==> config.mk <==
export PLATFORM = sky130hd
export DESIGN_NAME = lsu_flat
export DESIGN_NICKNAME = d
export VERILOG_FILES = /design/src/rtl/lsu_pkg.sv /design/src/rtl/lsu_if.sv /design/src/rtl/lsu_load_align.sv /design/src/rtl/lsu.sv /design/src/flat_wrapper.sv
export SDC_FILE = /design/constraint.sdc
export NUM_CORES = 1
export LEC_CHECK = 0
export CAP_MARGIN = 20
export CORE_ASPECT_RATIO = 1.5
export CORE_MARGIN = 5
export CORE_UTILIZATION = 48
export DETAILED_ROUTE_END_ITERATION = 10
export GPL_TIMING_DRIVEN = 0
export PLACE_DENSITY_LB_ADDON = 0.05
export SLEW_MARGIN = 20
export SYNTH_ARGS = -nofsm -noshare
export SYNTH_HDL_FRONTEND = slang
export SYNTH_SLANG_ARGS = --single-unit
==> constraint.sdc <==
create_clock -name clk -period 3.3 [get_ports clk]
set_input_delay 0.33 -clock clk [delete_from_list [all_inputs] [get_ports clk]]
set_output_delay 0.33 -clock clk [all_outputs]
set_load 0.01 [all_outputs]
==> src/rtl/lsu_pkg.sv <==
// Shared types and constants for the load/store unit: FSM states, access-size
// byte enables and the alignment legality check.
package lsu_pkg;

    typedef enum logic [1:0] {
        LSU_IDLE = 2'd0,
        LSU_REQ  = 2'd1,
        LSU_WAIT = 2'd2,
        LSU_RSP  = 2'd3
    } t_lsu_state;

    localparam logic [3:0] BE_BYTE = 4'b0001;
    localparam logic [3:0] BE_HALF = 4'b0011;
    localparam logic [3:0] BE_WORD = 4'b1111;

    // An access is legal only for a known size that is naturally aligned.
    function automatic logic lsu_access_legal(input logic [3:0] byt_en, input logic [1:0] off);
        case (byt_en)
            BE_BYTE: return 1'b1;
            BE_HALF: return ~off[0];
            BE_WORD: return (off == 2'b00);
            default: return 1'b0;
        endcase
    endfunction

endpackage

==> src/rtl/lsu_if.sv <==
// Core-side request/response interface and req/gnt/rvalid data-memory bus
// interface of the load/store unit.
interface lsu_req_if;
    logic        req_valid;
    logic        req_ready;
    logic [31:0] req_addr;
    logic [31:0] req_wdata;
    logic [3:0]  req_byt_en;
    logic        req_wr_en;
    logic        req_sign_ext;
    logic        rsp_valid;
    logic [31:0] rsp_rdata;
    logic        rsp_err;
    logic        stall;

    modport master (
        output req_valid, req_addr, req_wdata, req_byt_en, req_wr_en, req_sign_ext,
        input  req_ready, rsp_valid, rsp_rdata, rsp_err, stall
    );

    modport slave (
        input  req_valid, req_addr, req_wdata, req_byt_en, req_wr_en, req_sign_ext,
        output req_ready, rsp_valid, rsp_rdata, rsp_err, stall
    );
endinterface

interface lsu_mem_if;
    logic        mem_req;
    logic        mem_we;
    logic [31:0] mem_addr;
    logic [3:0]  mem_be;
    logic [31:0] mem_wdata;
    logic        mem_gnt;
    logic        mem_rvalid;
    logic [31:0] mem_rdata;

    modport master (
        output mem_req, mem_we, mem_addr, mem_be, mem_wdata,
        input  mem_gnt, mem_rvalid, mem_rdata
    );

    modport slave (
        input  mem_req, mem_we, mem_addr, mem_be, mem_wdata,
        output mem_gnt, mem_rvalid, mem_rdata
    );
endinterface

==> src/rtl/lsu_load_align.sv <==
// Moves the addressed bytes of a raw read word down to bit 0 and applies
// the size mask with optional sign extension.
module lsu_load_align
    import lsu_pkg::*;
(
    input  logic [31:0] rdata_i,
    input  logic [1:0]  offset_i,
    input  logic [3:0]  byt_en_i,
    input  logic        sign_ext_i,
    output logic [31:0] data_o
);

    logic [31:0] shifted;

    assign shifted = rdata_i >> {offset_i, 3'b000};

    always_comb begin
        data_o = shifted;
        case (byt_en_i)
            BE_BYTE: data_o = {{24{sign_ext_i & shifted[7]}}, shifted[7:0]};
            BE_HALF: data_o = {{16{sign_ext_i & shifted[15]}}, shifted[15:0]};
            default: data_o = shifted;
        endcase
    end

endmodule

==> src/rtl/lsu.sv <==
// Load/store unit: runs one core access at a time on a req/gnt/rvalid bus.
// Define LSU_TIMEOUT_EN to add a bus-wait watchdog of TIMEOUT_CYCLES cycles.
module lsu
    import lsu_pkg::*;
#(
    parameter int unsigned TIMEOUT_CYCLES = 16
) (
    input  logic      clk,
    input  logic      rst_n,
    lsu_req_if.slave  core_if,
    lsu_mem_if.master mem_if
);

    t_lsu_state  state_q;
    logic [1:0]  off_q;
    logic [3:0]  be_q;
    logic        sext_q;
    logic        mem_req_q;
    logic        mem_we_q;
    logic [31:0] mem_addr_q;
    logic [3:0]  mem_be_q;
    logic [31:0] mem_wdata_q;
    logic        rsp_valid_q;
    logic        rsp_err_q;
    logic [31:0] rsp_rdata_q;

    logic [1:0]  req_off;
    logic [3:0]  mem_be_d;
    logic [31:0] mem_wdata_d;
    logic [31:0] load_data;
    logic        timeout_hit;

    assign req_off     = core_if.req_addr[1:0];
    assign mem_be_d    = core_if.req_byt_en << req_off;
    assign mem_wdata_d = core_if.req_wdata << {req_off, 3'b000};

    lsu_load_align u_load_align (
        .rdata_i   (mem_if.mem_rdata),
        .offset_i  (off_q),
        .byt_en_i  (be_q),
        .sign_ext_i(sext_q),
        .data_o    (load_data)
    );

`ifdef LSU_TIMEOUT_EN
    localparam logic [7:0] TO_LAST = 8'(TIMEOUT_CYCLES - 1);

    logic [7:0] to_cnt_q;

    // Zero outside the bus phases, so each access starts REQ from 0.
    always_ff @(posedge clk or negedge rst_n) begin
        if (!rst_n) begin
            to_cnt_q <= '0;
        end else if (state_q == LSU_REQ || state_q == LSU_WAIT) begin
            to_cnt_q <= to_cnt_q + 8'd1;
        end else begin
            to_cnt_q <= '0;
        end
    end

    assign timeout_hit = (to_cnt_q >= TO_LAST);
`else
    localparam int unsigned unused_timeout_cycles = TIMEOUT_CYCLES;

    assign timeout_hit = 1'b0;
`endif

    always_ff @(posedge clk or negedge rst_n) begin
        if (!rst_n) begin
            state_q     <= LSU_IDLE;
            off_q       <= '0;
            be_q        <= '0;
            sext_q      <= 1'b0;
            mem_req_q   <= 1'b0;
            mem_we_q    <= 1'b0;
            mem_addr_q  <= '0;
            mem_be_q    <= '0;
            mem_wdata_q <= '0;
            rsp_valid_q <= 1'b0;
            rsp_err_q   <= 1'b0;
            rsp_rdata_q <= '0;
        end else begin
            case (state_q)
                LSU_IDLE: begin
                    if (core_if.req_valid) begin
                        off_q  <= req_off;
                        be_q   <= core_if.req_byt_en;
                        sext_q <= core_if.req_sign_ext;
                        if (lsu_access_legal(core_if.req_byt_en, req_off)) begin
                            state_q     <= LSU_REQ;
                            mem_req_q   <= 1'b1;
                            mem_we_q    <= core_if.req_wr_en;
                            mem_addr_q  <= {core_if.req_addr[31:2], 2'b00};
                            mem_be_q    <= mem_be_d;
                            mem_wdata_q <= mem_wdata_d;
                        end else begin
                            state_q     <= LSU_RSP;
                            rsp_valid_q <= 1'b1;
                            rsp_err_q   <= 1'b1;
                        end
                    end
                end
                LSU_REQ: begin
                    // A grant wins over a coinciding timeout: the bus owns the access.
                    if (mem_if.mem_gnt) begin
                        mem_req_q   <= 1'b0;
                        mem_we_q    <= 1'b0;
                        mem_addr_q  <= '0;
                        mem_be_q    <= '0;
                        mem_wdata_q <= '0;
                        if (mem_we_q) begin
                            state_q     <= LSU_RSP;
                            rsp_valid_q <= 1'b1;
                        end else begin
                            state_q <= LSU_WAIT;
                        end
                    end else if (timeout_hit) begin
                        mem_req_q   <= 1'b0;
                        mem_we_q    <= 1'b0;
                        mem_addr_q  <= '0;
                        mem_be_q    <= '0;
                        mem_wdata_q <= '0;
                        state_q     <= LSU_RSP;
                        rsp_valid_q <= 1'b1;
                        rsp_err_q   <= 1'b1;
                    end
                end
                LSU_WAIT: begin
                    if (mem_if.mem_rvalid) begin
                        state_q     <= LSU_RSP;
                        rsp_valid_q <= 1'b1;
                        rsp_rdata_q <= load_data;
                    end else if (timeout_hit) begin
                        state_q     <= LSU_RSP;
                        rsp_valid_q <= 1'b1;
                        rsp_err_q   <= 1'b1;
                    end
                end
                LSU_RSP: begin
                    state_q     <= LSU_IDLE;
                    rsp_valid_q <= 1'b0;
                    rsp_err_q   <= 1'b0;
                    rsp_rdata_q <= '0;
                end
                default: state_q <= LSU_IDLE;
            endcase
        end
    end

    assign core_if.req_ready = (state_q == LSU_IDLE);
    assign core_if.rsp_valid = rsp_valid_q;
    assign core_if.rsp_rdata = rsp_rdata_q;
    assign core_if.rsp_err   = rsp_err_q;
    assign core_if.stall     = core_if.req_valid & ~rsp_valid_q;

    assign mem_if.mem_req   = mem_req_q;
    assign mem_if.mem_we    = mem_we_q;
    assign mem_if.mem_addr  = mem_addr_q;
    assign mem_if.mem_be    = mem_be_q;
    assign mem_if.mem_wdata = mem_wdata_q;

endmodule

==> src/flat_wrapper.sv <==
// flat-port wrapper written by rule: the top's interface ports become plain ports
module lsu_flat import lsu_pkg::*;
#(
    parameter int unsigned TIMEOUT_CYCLES = 16
)
  (clk, rst_n, core_if_req_valid, core_if_req_addr, core_if_req_wdata, core_if_req_byt_en, core_if_req_wr_en, core_if_req_sign_ext, core_if_req_ready, core_if_rsp_valid, core_if_rsp_rdata, core_if_rsp_err, core_if_stall, mem_if_mem_req, mem_if_mem_we, mem_if_mem_addr, mem_if_mem_be, mem_if_mem_wdata, mem_if_mem_gnt, mem_if_mem_rvalid, mem_if_mem_rdata);
  lsu_req_if core_if_i ();
  lsu_mem_if mem_if_i ();
  input  logic clk;
  input  logic rst_n;
  input wire logic [$bits(core_if_i.req_valid)-1:0] core_if_req_valid;
  input wire logic [$bits(core_if_i.req_addr)-1:0] core_if_req_addr;
  input wire logic [$bits(core_if_i.req_wdata)-1:0] core_if_req_wdata;
  input wire logic [$bits(core_if_i.req_byt_en)-1:0] core_if_req_byt_en;
  input wire logic [$bits(core_if_i.req_wr_en)-1:0] core_if_req_wr_en;
  input wire logic [$bits(core_if_i.req_sign_ext)-1:0] core_if_req_sign_ext;
  output wire logic [$bits(core_if_i.req_ready)-1:0] core_if_req_ready;
  output wire logic [$bits(core_if_i.rsp_valid)-1:0] core_if_rsp_valid;
  output wire logic [$bits(core_if_i.rsp_rdata)-1:0] core_if_rsp_rdata;
  output wire logic [$bits(core_if_i.rsp_err)-1:0] core_if_rsp_err;
  output wire logic [$bits(core_if_i.stall)-1:0] core_if_stall;
  output wire logic [$bits(mem_if_i.mem_req)-1:0] mem_if_mem_req;
  output wire logic [$bits(mem_if_i.mem_we)-1:0] mem_if_mem_we;
  output wire logic [$bits(mem_if_i.mem_addr)-1:0] mem_if_mem_addr;
  output wire logic [$bits(mem_if_i.mem_be)-1:0] mem_if_mem_be;
  output wire logic [$bits(mem_if_i.mem_wdata)-1:0] mem_if_mem_wdata;
  input wire logic [$bits(mem_if_i.mem_gnt)-1:0] mem_if_mem_gnt;
  input wire logic [$bits(mem_if_i.mem_rvalid)-1:0] mem_if_mem_rvalid;
  input wire logic [$bits(mem_if_i.mem_rdata)-1:0] mem_if_mem_rdata;
  assign core_if_i.req_valid = core_if_req_valid;
  assign core_if_i.req_addr = core_if_req_addr;
  assign core_if_i.req_wdata = core_if_req_wdata;
  assign core_if_i.req_byt_en = core_if_req_byt_en;
  assign core_if_i.req_wr_en = core_if_req_wr_en;
  assign core_if_i.req_sign_ext = core_if_req_sign_ext;
  assign core_if_req_ready = core_if_i.req_ready;
  assign core_if_rsp_valid = core_if_i.rsp_valid;
  assign core_if_rsp_rdata = core_if_i.rsp_rdata;
  assign core_if_rsp_err = core_if_i.rsp_err;
  assign core_if_stall = core_if_i.stall;
  assign mem_if_mem_req = mem_if_i.mem_req;
  assign mem_if_mem_we = mem_if_i.mem_we;
  assign mem_if_mem_addr = mem_if_i.mem_addr;
  assign mem_if_mem_be = mem_if_i.mem_be;
  assign mem_if_mem_wdata = mem_if_i.mem_wdata;
  assign mem_if_i.mem_gnt = mem_if_mem_gnt;
  assign mem_if_i.mem_rvalid = mem_if_mem_rvalid;
  assign mem_if_i.mem_rdata = mem_if_mem_rdata;
  lsu #(.TIMEOUT_CYCLES(TIMEOUT_CYCLES)) u_core (.clk(clk), .rst_n(rst_n), .core_if(core_if_i), .mem_if(mem_if_i));
endmodule
* After elaboration in Yosys (flattened, before gate mapping) *
Cells that the tools add are included.

operators by class
  eq/ne operators = 14
  shift-type cells = 3
  mux-type cells = 37
  bitwise operators = 6
  reductions and logical operators = 11

operators with widths
  cell                                                              count
  32-bit case mux with 2 select lines                               4
  32-bit two-way mux                                                6
  32-bit by 5-bit << shifter with 32-bit output                     1
  32-bit by 5-bit >> shifter with 32-bit output                     1
  1-bit two-way mux                                                 13
  4-bit two-way mux                                                 3
  4-bit by 1-bit == test with 1-bit output (second input constant)  2
  4-bit by 2-bit == test with 1-bit output (second input constant)  2
  2-bit two-way mux                                                 4
  2-bit != test (second input constant)                             4
  2-bit case mux with 4 select lines                                1
  4-bit case mux with 2 select lines                                1
  1-bit case mux with 2 select lines                                3
  3-bit AND reduction                                               2
  5-bit AND reduction                                               1
  2-bit == test (second input constant)                             2
  4-bit == test (second input constant)                             1
  2-bit zero test                                                   2
  2-bit by 1-bit != test with 1-bit output (second input constant)  2
  1-bit case mux with 4 select lines                                1
  2-bit AND reduction                                               2
  4-bit AND reduction                                               1
  2-bit nonzero test                                                2
  4-bit by 2-bit << shifter with 4-bit output                       1
  5 further kinds                                                   9

word-level totals
  bits in registers = 113
  input bits = 107
  output and inout port bits = 106
  logic and storage cells = 83

* Longest topological paths before layout *
  depth after elaboration = 7
  depth in mapped cells = 8
  gate-level depth less buffers = 6

* Cells and area by module *
A second synthesis with hierarchy kept.

unflattened totals
  cell total of the unflattened synthesis = 547
  area, all modules = 6194.7 µm²

modules (own cells, without submodules)
  module          times used  cells each  area an instance (µm²)  seq. area each (µm²)
  lsu             1           449         5323.9                  2777.7
  lsu_load_align  1           98          870.8                   0.0

* Worst setup path before layout *
No wires, ideal clock.

  path kind = register to register
  from = reg u_core.state_q[0]
  to = reg u_core.mem_addr_q[13] (netlist: u_core.mem_if.mem_addr[13])
  library setup time = 125 ps
  arrival time = 1955 ps
  data required time = 3175 ps
  setup slack = 1220 ps
  cell stages (with the launch flop) = 9
  buffers on the path = 2
  clock period less this slack = 2080 ps
  cell sequence = dfrtp_1 > inv_1 > ha_1 > nand2_1 > a21oi_1 > a41o_1 > buf_4 > buf_6 > mux2_4

between the ends
  cells in the longest elaborated chain, start to end = 3
  elaborated cells on any way between the ends = 8
  those cells by class = eq/ne (4); mux (1); reduce/logical (3)

ends and longest elaborated chain
  item                                                                        RTL line            RTL
  from (decl)                                                                 lsu.sv:14           t_lsu_state state_q;
  from (signal assigned)                                                      lsu.sv:70           state_q <= LSU_IDLE;
  from (signal assigned)                                                      lsu.sv:90           state_q <= LSU_REQ;
  from (signal assigned)                                                      lsu.sv:97           state_q <= LSU_RSP;
  2-bit zero test *                                                           n/a
  net core_if_req_ready                                                       flat_wrapper.sv:17  output wire logic [$bits(core_if_i.req_ready)-1:0] core_if_req_ready;
  2-bit by 1-bit != test with 1-bit output (no line) (tied with other cells)  n/a
  4-bit AND reduction (no line)                                               n/a
  to (signal assigned)                                                        lsu.sv:93           mem_addr_q <= {core_if.req_addr[31:2], 2'b00};
  to (decl)                                                                   lsu.sv:20           logic [31:0] mem_addr_q;

Mark *: on every way through the listed nets, which the timed path passes. The rest lies on a longest branch.
A chain may end at the register's enable or synchronous reset.

* Final worst setup path *
  from = reg u_core.state_q[0]
  to = reg u_core.mem_addr_q[28] (netlist: u_core.mem_if.mem_addr[28])

between the ends
  cells in the longest elaborated chain, start to end = 3
  elaborated cells on any way between the ends = 8
  those cells by class = eq/ne (4); mux (1); reduce/logical (3)

ends and longest elaborated chain
  item                                                                                RTL line   RTL
  2-bit by 1-bit == test with 1-bit output / 2-bit zero test (equally long branches)  lsu.sv:83  case (state_q)
  2-bit != test (no line) (tied with other cells)                                     n/a
  4-bit AND reduction (no line)                                                       n/a

Parallel ways exist; a longest one is shown, timed or not.

==> impl_metrics.env <==
export IMPL_synth_top_area_cell="dfrtp_1"
export IMPL_grt_usage=0.247
export IMPL_max_stage_delay_ns=0.40
export IMPL_ant_nets=0
export IMPL_rsz0062_at_grt="no"
export IMPL_total_power_mw=7.10
export IMPL_ys_seq_area_frac=0.483
export IMPL_setup_violations=0
export IMPL_cp_slowest_cell="dfrtp_1"
export IMPL_grt_pass1_wl_mm=27.7
export IMPL_dpl_hpwl_mm=13.6
export IMPL_final_cell_mix="209 x clkdlybuf4s50_1, 111 x dfrtp_1, 54 x mux2_2, 45 x nor2b_1, 35 x mux2i_1"
export IMPL_worstSetupPathType="reg2reg"
export IMPL_period_share=0.730
export IMPL_dpl_cell_area_um2=8080
export IMPL_yosys_warnings=0
export IMPL_grt_ovfl_total=0
export IMPL_first_iter_violations=165
export IMPL_first_pass_iters=5
export IMPL_clock_sinks=111
export IMPL_hp_class="in2async"
export IMPL_routed_wl_mm=17.7
export IMPL_r2r_start="u_core.state_q[0]"
export IMPL_clk_pin_slew_ns=0.08
export IMPL_row_count=49
export IMPL_grt_use_met1=0.270
export IMPL_grt_util_met2=0.466
export IMPL_start_util=0.483
export IMPL_critPathArrivalTime_ns=2.65
export IMPL_antenna_found_initial=0
export IMPL_htree_levels=3
export IMPL_synth_cell_type_count=51
export IMPL_syn_inst=479
export IMPL_syn_area_um2=5750
export IMPL_design_area_um2=8410
export IMPL_cp_end_kind="flop"
export IMPL_dieArea_um2=14300
export IMPL_period_needed_ns=2.41
export IMPL_ys_top_cells_by_area="dfrtp_1 48%, mux2_2 11%, mux2i_1 6.1%, mux2_4 5.2%, nor2b_1 4.9%"
export IMPL_cts_root_buf="clkbuf_16"
export IMPL_synth_main_ff_cell="dfrtp_1"
export IMPL_gp_congestion=0.841
export IMPL_hold_viol=0
export IMPL_worstPathRequired_ns=3.54
export IMPL_drive_gt1_frac=0.168
export IMPL_avgViaCountPerCell=5.63
export IMPL_cts_tree="built"
export IMPL_grt_busiest_layer="met2"
export IMPL_core_area_um2=11900
export IMPL_rr_endpoint="u_core.mem_if.mem_addr[28]"
export IMPL_ctsResizeCount=0
export IMPL_run_status="finished, final reports clean"
export IMPL_cp_cell_sequence="inv_1 -> ha_1 -> nand2_1 -> a21oi_1 -> a41o_1 -> buf_4 -> buf_6 -> mux2_4"
export IMPL_clock_skew_ns=0.00666
export IMPL_path_max_fanout=10
export IMPL_syn_avg_cell_area_um2=12.0
export IMPL_final_util=0.707
export IMPL_clock_latency_ns=0.35
export IMPL_worst_slew_pin_slew_ns=0.953
export IMPL_slew_violations=0
export IMPL_layout_commonest_cell="clkdlybuf4s50_1"
export IMPL_cts_buffers=9
export IMPL_avgRoutedWirePerCell_um=20.5
export IMPL_vias=4838
export IMPL_io_buffer_count=210
export IMPL_netlist_area_leader_share=0.483
export IMPL_die_w_um=99.4
export IMPL_grt_start_max_net_pins=81
export IMPL_worst_r2r_path_depth=8
export IMPL_leakagePower_nw=3.70
export IMPL_clock_fmax_mhz=415
export IMPL_grt_pass1_vias=5308
export IMPL_synth_edf_count=0
export IMPL_grt_util_met3=0.0555
export IMPL_ir_drop_v=0.000458
export IMPL_slew_headroom=0.360
export IMPL_synth_async_sr_flop_share=1.00
export IMPL_finalSetupTns_ns=0
export IMPL_cts_buffer_depth=2
export IMPL_fin_nets=814
export IMPL_syn_to_final_growth_pct=46.3
export IMPL_cp_start_kind="flop"
export IMPL_die_h_um=144
export IMPL_pwr_density_cell_nw_per_um2=845
export IMPL_ios=213
export IMPL_drc=0
export IMPL_synth_ff_latch_count=111
export IMPL_antenna_cells=0
export IMPL_rrSetupSlack_ns=0.89
export IMPL_maxCapViolCount=0
-- power breakdown --
part	switching, mW	internal, mW	total (mW)
combinational	1.64	2.01	3.65
clock	0.512	0.667	1.18
sequential	0.335	1.94	2.27
-- registers in the layout, summed over array words and instances (netlist names) --
signal	count
u_core.core_if.rsp_valid	1
u_core.core_if.rsp_rdata	32
u_core.off_q	2
u_core.mem_if.mem_wdata	32
u_core.mem_if.mem_be	4
u_core.sext_q	1
u_core.mem_if.mem_addr	30
u_core.mem_if.mem_req	1
u_core.be_q	4
u_core.core_if.rsp_err	1
u_core.mem_if.mem_we	1
u_core.state_q	2
-- critical path, delay by kind of cell, from the launching register on --
| kind | cells | cell delay [ns] |
|---|---|---|
| adders and majority gates | 1 | 0.31 |
| DFF | 1 | 0.40 |
| AOI/OAI and AO/OA | 2 | 0.53 |
| buffers and inverters | 3 | 0.58 |
| and+or+nand+nor | 1 | 0.15 |
| muxes | 1 | 0.32 |
-- through the flow --
step           setup slack, ns  hold slack, ns  instances
6_report                 0.890           0.437        860
2_1_floorplan             1.22          0.0344        480
4_1_cts                  0.894           0.434        860
3_3_place_gp             -2.34           0.465        843
5_1_grt                  0.783           0.469        860
3_5_place_dp             0.781           0.235        844
-- worst max path at each step --
stage / from / to / slack, ns / depth (start not counted)
global route: u_core.state_q[1] / u_core.mem_if.mem_addr[13] / 0.78 / 8
floorplan: u_core.state_q[0] / u_core.mem_if.mem_addr[13] / 1.22 / 8
global placement: rst_n / u_core.mem_if.mem_addr[10] / -2.34 / 1
finish: u_core.state_q[0] / u_core.mem_if.mem_addr[28] / 0.89 / 8
CTS: u_core.state_q[0] / u_core.mem_if.mem_addr[28] / 0.89 / 8
detailed placement: core_if_req_addr[1] / u_core.mem_if.mem_wdata[28] / 0.78 / 6
-- routing by layer --
layer	wire [µm]	up-vias
li1	-	2196
met1	6300	2418
met2	9710	195
met3	1220	29
met4	429	0
met5	0	-
-- cell families after synthesis --
family,share of synthesized area
AO/OA/AOI/OAI,0.133
buffers and inverters,0.0359
flip-flops,0.483
AND/OR/NAND/NOR,0.115
other,0.000652
adder cells (fa/ha/maj),0.00871
multiplexers,0.224
-- area by class of cell --
type / count / area [µm²]
inverters: 6 / 22.5
flip-flops and latches: 111 / 2780
plain buffers: 35 / 184
repair buffers: 212 / 2140
multi-input cells: 328 / 2780
fillers: 912 / 3480
clock buffers: 9 / 225
clock inverters: 6 / 93.8
well taps: 153 / 191
-- cell usage after synthesis (all sizes together) (3+ instances only) --
cell type  instances
or2                3
mux2              74
inv                6
ha                 4
nor2              25
nor2b             45
a2bb2oi            9
o31ai              3
nand2             21
clkbuf            15
nand3              7
o21ai             14
buf               20
dfrtp            111
a21oi              3
a22o              15
and2               6
mux2i             35
a221o             16
a211oi            19
-- what timing repair did --
| action | in CTS | in global routing |
|---|---|---|
| endpoints found under the hold margin | 31 | 0 |
| setup endpoints to repair | 0 | 0 |
| buffers inserted | 0 | 0 |
| hold buffers | 1 | 0 |
Power figures use the tool's default switching activity.
==> patch 1, RTL diff (same settings) <==
The 4 states of `t_lsu_state` get a one-hot encoding in 4 bits.
--- a/src/rtl/lsu_pkg.sv
+++ b/src/rtl/lsu_pkg.sv
@@ -3,9 +3,9 @@
 package lsu_pkg;
 
-    typedef enum logic [1:0] {
-        LSU_IDLE = 2'd0,
-        LSU_REQ  = 2'd1,
-        LSU_WAIT = 2'd2,
-        LSU_RSP  = 2'd3
+    typedef enum logic [3:0] {
+        LSU_IDLE = 4'b0001,
+        LSU_REQ  = 4'b0010,
+        LSU_WAIT = 4'b0100,
+        LSU_RSP  = 4'b1000
     } t_lsu_state;
 
Behaviour: same outputs for any inputs over 4 cycles, from zero or initial values and one cycle with rst_n low; so few cycles prove little.
==> patch 1 against the original RTL <==
- synthesized area fell by 2.1%
- sequential cell count rose by 2
- via count rose by 12%
- power fell by 22%
- setup slack got worse by 0.057 ns
- worst hold slack improved by 0.0055 ns
- synthesized cell count rose by 16%
- design area rose by 1.3%
- routed wire length rose by 6.4%
- critical endpoint is now u_core.mem_if.mem_wdata[13]$_DFFE_PN0P_
==> patch 1: results <==
group,metric,value,unit
setup_path,cp.arrival,2.73,ns
pwr,ir_drop,0.486,mV
sta,slew_headroom,31.3,%
pwr,p_leak,3.69,nW
synthesis,synthAdderAreaFrac,0,%
synthesis,synthMuxAreaShare,12.3,%
setup_path,reg2reg_depth,5,
die,core-area,0.0115,sq mm
grt,use_met1,29.5,%
cells_and_area,nNonClkInverters,4,
cells_and_area,clockNetworkAreaShare,6.58,%
grt,grt_max_degree,62,
status,status,"complete, no violations",
cells_and_area,clkbuf_count,17,
cells_and_area,fin_nets,896,
drt,wl,18800,um
placed_design,dp_hpwl,14500,um
setup_path,r2r-start,"u_core.state_q[0]$_DFFE_PN1P_",
sta,whs,0.442,ns
synthesis,synth_cell_types,44,
grt,grt_usage,26.7,%
cells_and_area,fillers,879,
sta,min_period,2.47,ns
cells_and_area,multi_input_gates,393,
clocking,worstSkewPairLatency,0.41,ns
placed_design,dp_worst_setup_slack,0.428,ns
cells_and_area,buffers_excl_clock,260,
cells_and_area,layout_commonest_cell,"clkdlybuf4s50_1",
cells_and_area,seq_area,0.00283,sq mm
setup_path,worst-setup-path-type,"in2reg",
grt,grt_pass1_vias,5784,
setup_path,cpPeakStageDelay,0.58,ns
synthesis,yosys-top-cells-count,"112 x dfrtp_1, 101 x nand2_1, 59 x o21ai_0, 42 x mux2i_1, 31 x nand3_1",
synthesis,synth.area.top_cells,"dfrtp_1 50%, mux2i_1 7.5%, nand2_1 6.7%",
clocking,cts_setup_buffers,0,
clocking,clk_pin_slew,0.06,ns
setup_path,crit_path_start,"core_if_req_byt_en[2]",
sta,fin_skew,0.0125,ns
grt,use_met2,48.0,%
drt,via_per_inst,5.71,
setup_path,slowest_stage,"clkdlybuf4s50_1",
placed_design,place_congestion,0.927,
cells_and_area,multiInputGateArea,0.00253,sq mm
setup_path,r2r-end,"u_core.mem_if.mem_wdata[13]$_DFFE_PN0P_",
setup_path,regToRegSetupSlack,0.89,ns
cells_and_area,drive_gt1_share,10.8,%
clocking,cts.sinks,113,
synthesis,ys_seq_area_share,50.3,%
cells_and_area,final_cells,952,
synthesis,synth-compound-area-share,16.5,%
grt,grt_use_met3,7.16,%
drt,drt_iter0_drc,279,
synthesis,syn_area_per_cell,10.1,sq um
clocking,h-tree-depth,4,
placed_design,dp_cells,919,
cells_and_area,nonClkBufAreaFrac,28.1,%
synthesis,synth-xor-area-share,0,%
## patch 1: report_power, final
group,internal (mW),switching [mW]
logic,0.974,0.886
registers,1.73,0.216
clock network,1.04,0.683
## patch 1: what timing repair did
action                    CTS  global route
gates resized for setup     0             0
hold endpoints to repair   52             0
hold buffers                1             0
## patch 1: per-layer routing
layer  wire, um  vias to the layer above  part of all wire (%)
met2      10000                      278                    53
met5          0                        -                     0
met1       6700                     2629                    36
met4        644                        0                   3.4
li1           -                     2486                     -
met3       1400                       46                   7.5
## patch 1: cell families after synthesis
group | count (synthesis)
flops | 113
other cells | 1
compound gates | 140
simple gates | 185
mux | 66
buf+inv | 52
## patch 1: worst reg2reg max path, cell delays in order, from the launching register on
cell	delay (ns)
dfstp_2	0.61
nand3b_1	0.22
nor3_1	0.50
clkbuf_1	0.42
clkbuf_1	0.39
o22ai_1	0.14
==> patch 2, RTL diff (config.mk and constraints unchanged) <==
Without the edit above. The option `LSU_TIMEOUT_EN` is turned on by a define.
--- a/src/rtl/lsu.sv
+++ b/src/rtl/lsu.sv
@@ -1,4 +1,6 @@
 // Load/store unit: runs one core access at a time on a req/gnt/rvalid bus.
 // Define LSU_TIMEOUT_EN to add a bus-wait watchdog of TIMEOUT_CYCLES cycles.
+`define LSU_TIMEOUT_EN
+
 module lsu
     import lsu_pkg::*;
Function: no difference found for any inputs over 4 cycles, from zero or initial values and one cycle with rst_n low; that may be too few to reach the edited logic, so the function may still have changed.
==> patch 2 against the original RTL <==
- first-iteration DRC count grew 51%
- synthesized area grew 3.3%
- sequential power grew 7%
- synthesized cell count grew 22%
- design area grew 5.4%
- clock power grew 58%
- die area grew 3.0%
- sequential share of layout area grew 0.55 points
- setup slack lost 0.11 ns
- routed wire length grew 8.6%
- maximum frequency shrank 4.5%
- core utilization grew 2.7 points
- sequential cell count grew 8
- power grew 14%
==> patch 2: results <==
group,metric,value,unit
status,status,"complete, no violations",
drt,via_per_inst,5.56,
grt,use_met1,28.1,%
grt,grt_pass1_vias,5944,
clocking,h-tree-depth,4,
cells_and_area,multi_input_area_share,30.5,%
setup_path,slowest_stage,"a211oi_2",
synthesis,synth_cell_types,49,
cells_and_area,buffers_excl_clock,257,
sta,slew_headroom,54.6,%
cells_and_area,fin_nets,928,
pwr,p_comb,3.81,mW
grt,use_met2,47.1,%
setup_path,cp.arrival,2.87,ns
setup_path,critPathTopFamily,"simple AND/OR/NAND/NOR gates",
grt,grt_usage,26.3,%
synthesis,ys_ff_latch,119,
placed_design,dp_hpwl,14500,um
cells_and_area,seq_area_share,33.6,%
drt,wl_met1,6780,um
drt,post_drt_wl_per_cell,19.5,um
clocking,numCtsBuffers,17,
sta,fin_ws,0.775,ns
placed_design,dp_worst_setup_slack,0.749,ns
clocking,clk_pin_slew,0.06,ns
patch 2: cell count changes after synthesis, sizes merged, moves of 10 or more:
cell	delta
nor2b	-32
nand2	+73
o31ai	+15
nor2	-10
o21ai	+53
nand2b	+31
mux2	-59
a21oi	+17
patch 2: worst register-to-register path: cells and delay by family, from the launching register on:
family                     cells  cell delay (ns)
and+or+nand+nor                3             0.75
buffers and inverters          2             0.34
adders and majority gates      1             0.28
DFF                            1             0.41
AOI/OAI and AO/OA              2             0.68
patch 2: stage by stage:
stage	hold WS, ns	power (mW)	utilization, %	setup TNS (ns)	cells
finish	0.463	8.09	73.4	0	982
global route	0.465	8.56	73.4	0	982
CTS	0.457	8.13	73.4	0	982
detailed placement	0.366	6.23	68.4	0	949
global placement	0.441	6.10	68.2	-314.57	948
floorplan	0.0344	4.37	-	0	585
patch 2: what timing repair did:
action / CTS / global route
endpoints found under the hold margin: 64 / 0
hold buffers: 1 / 0
endpoints found under the setup margin: 0 / 0
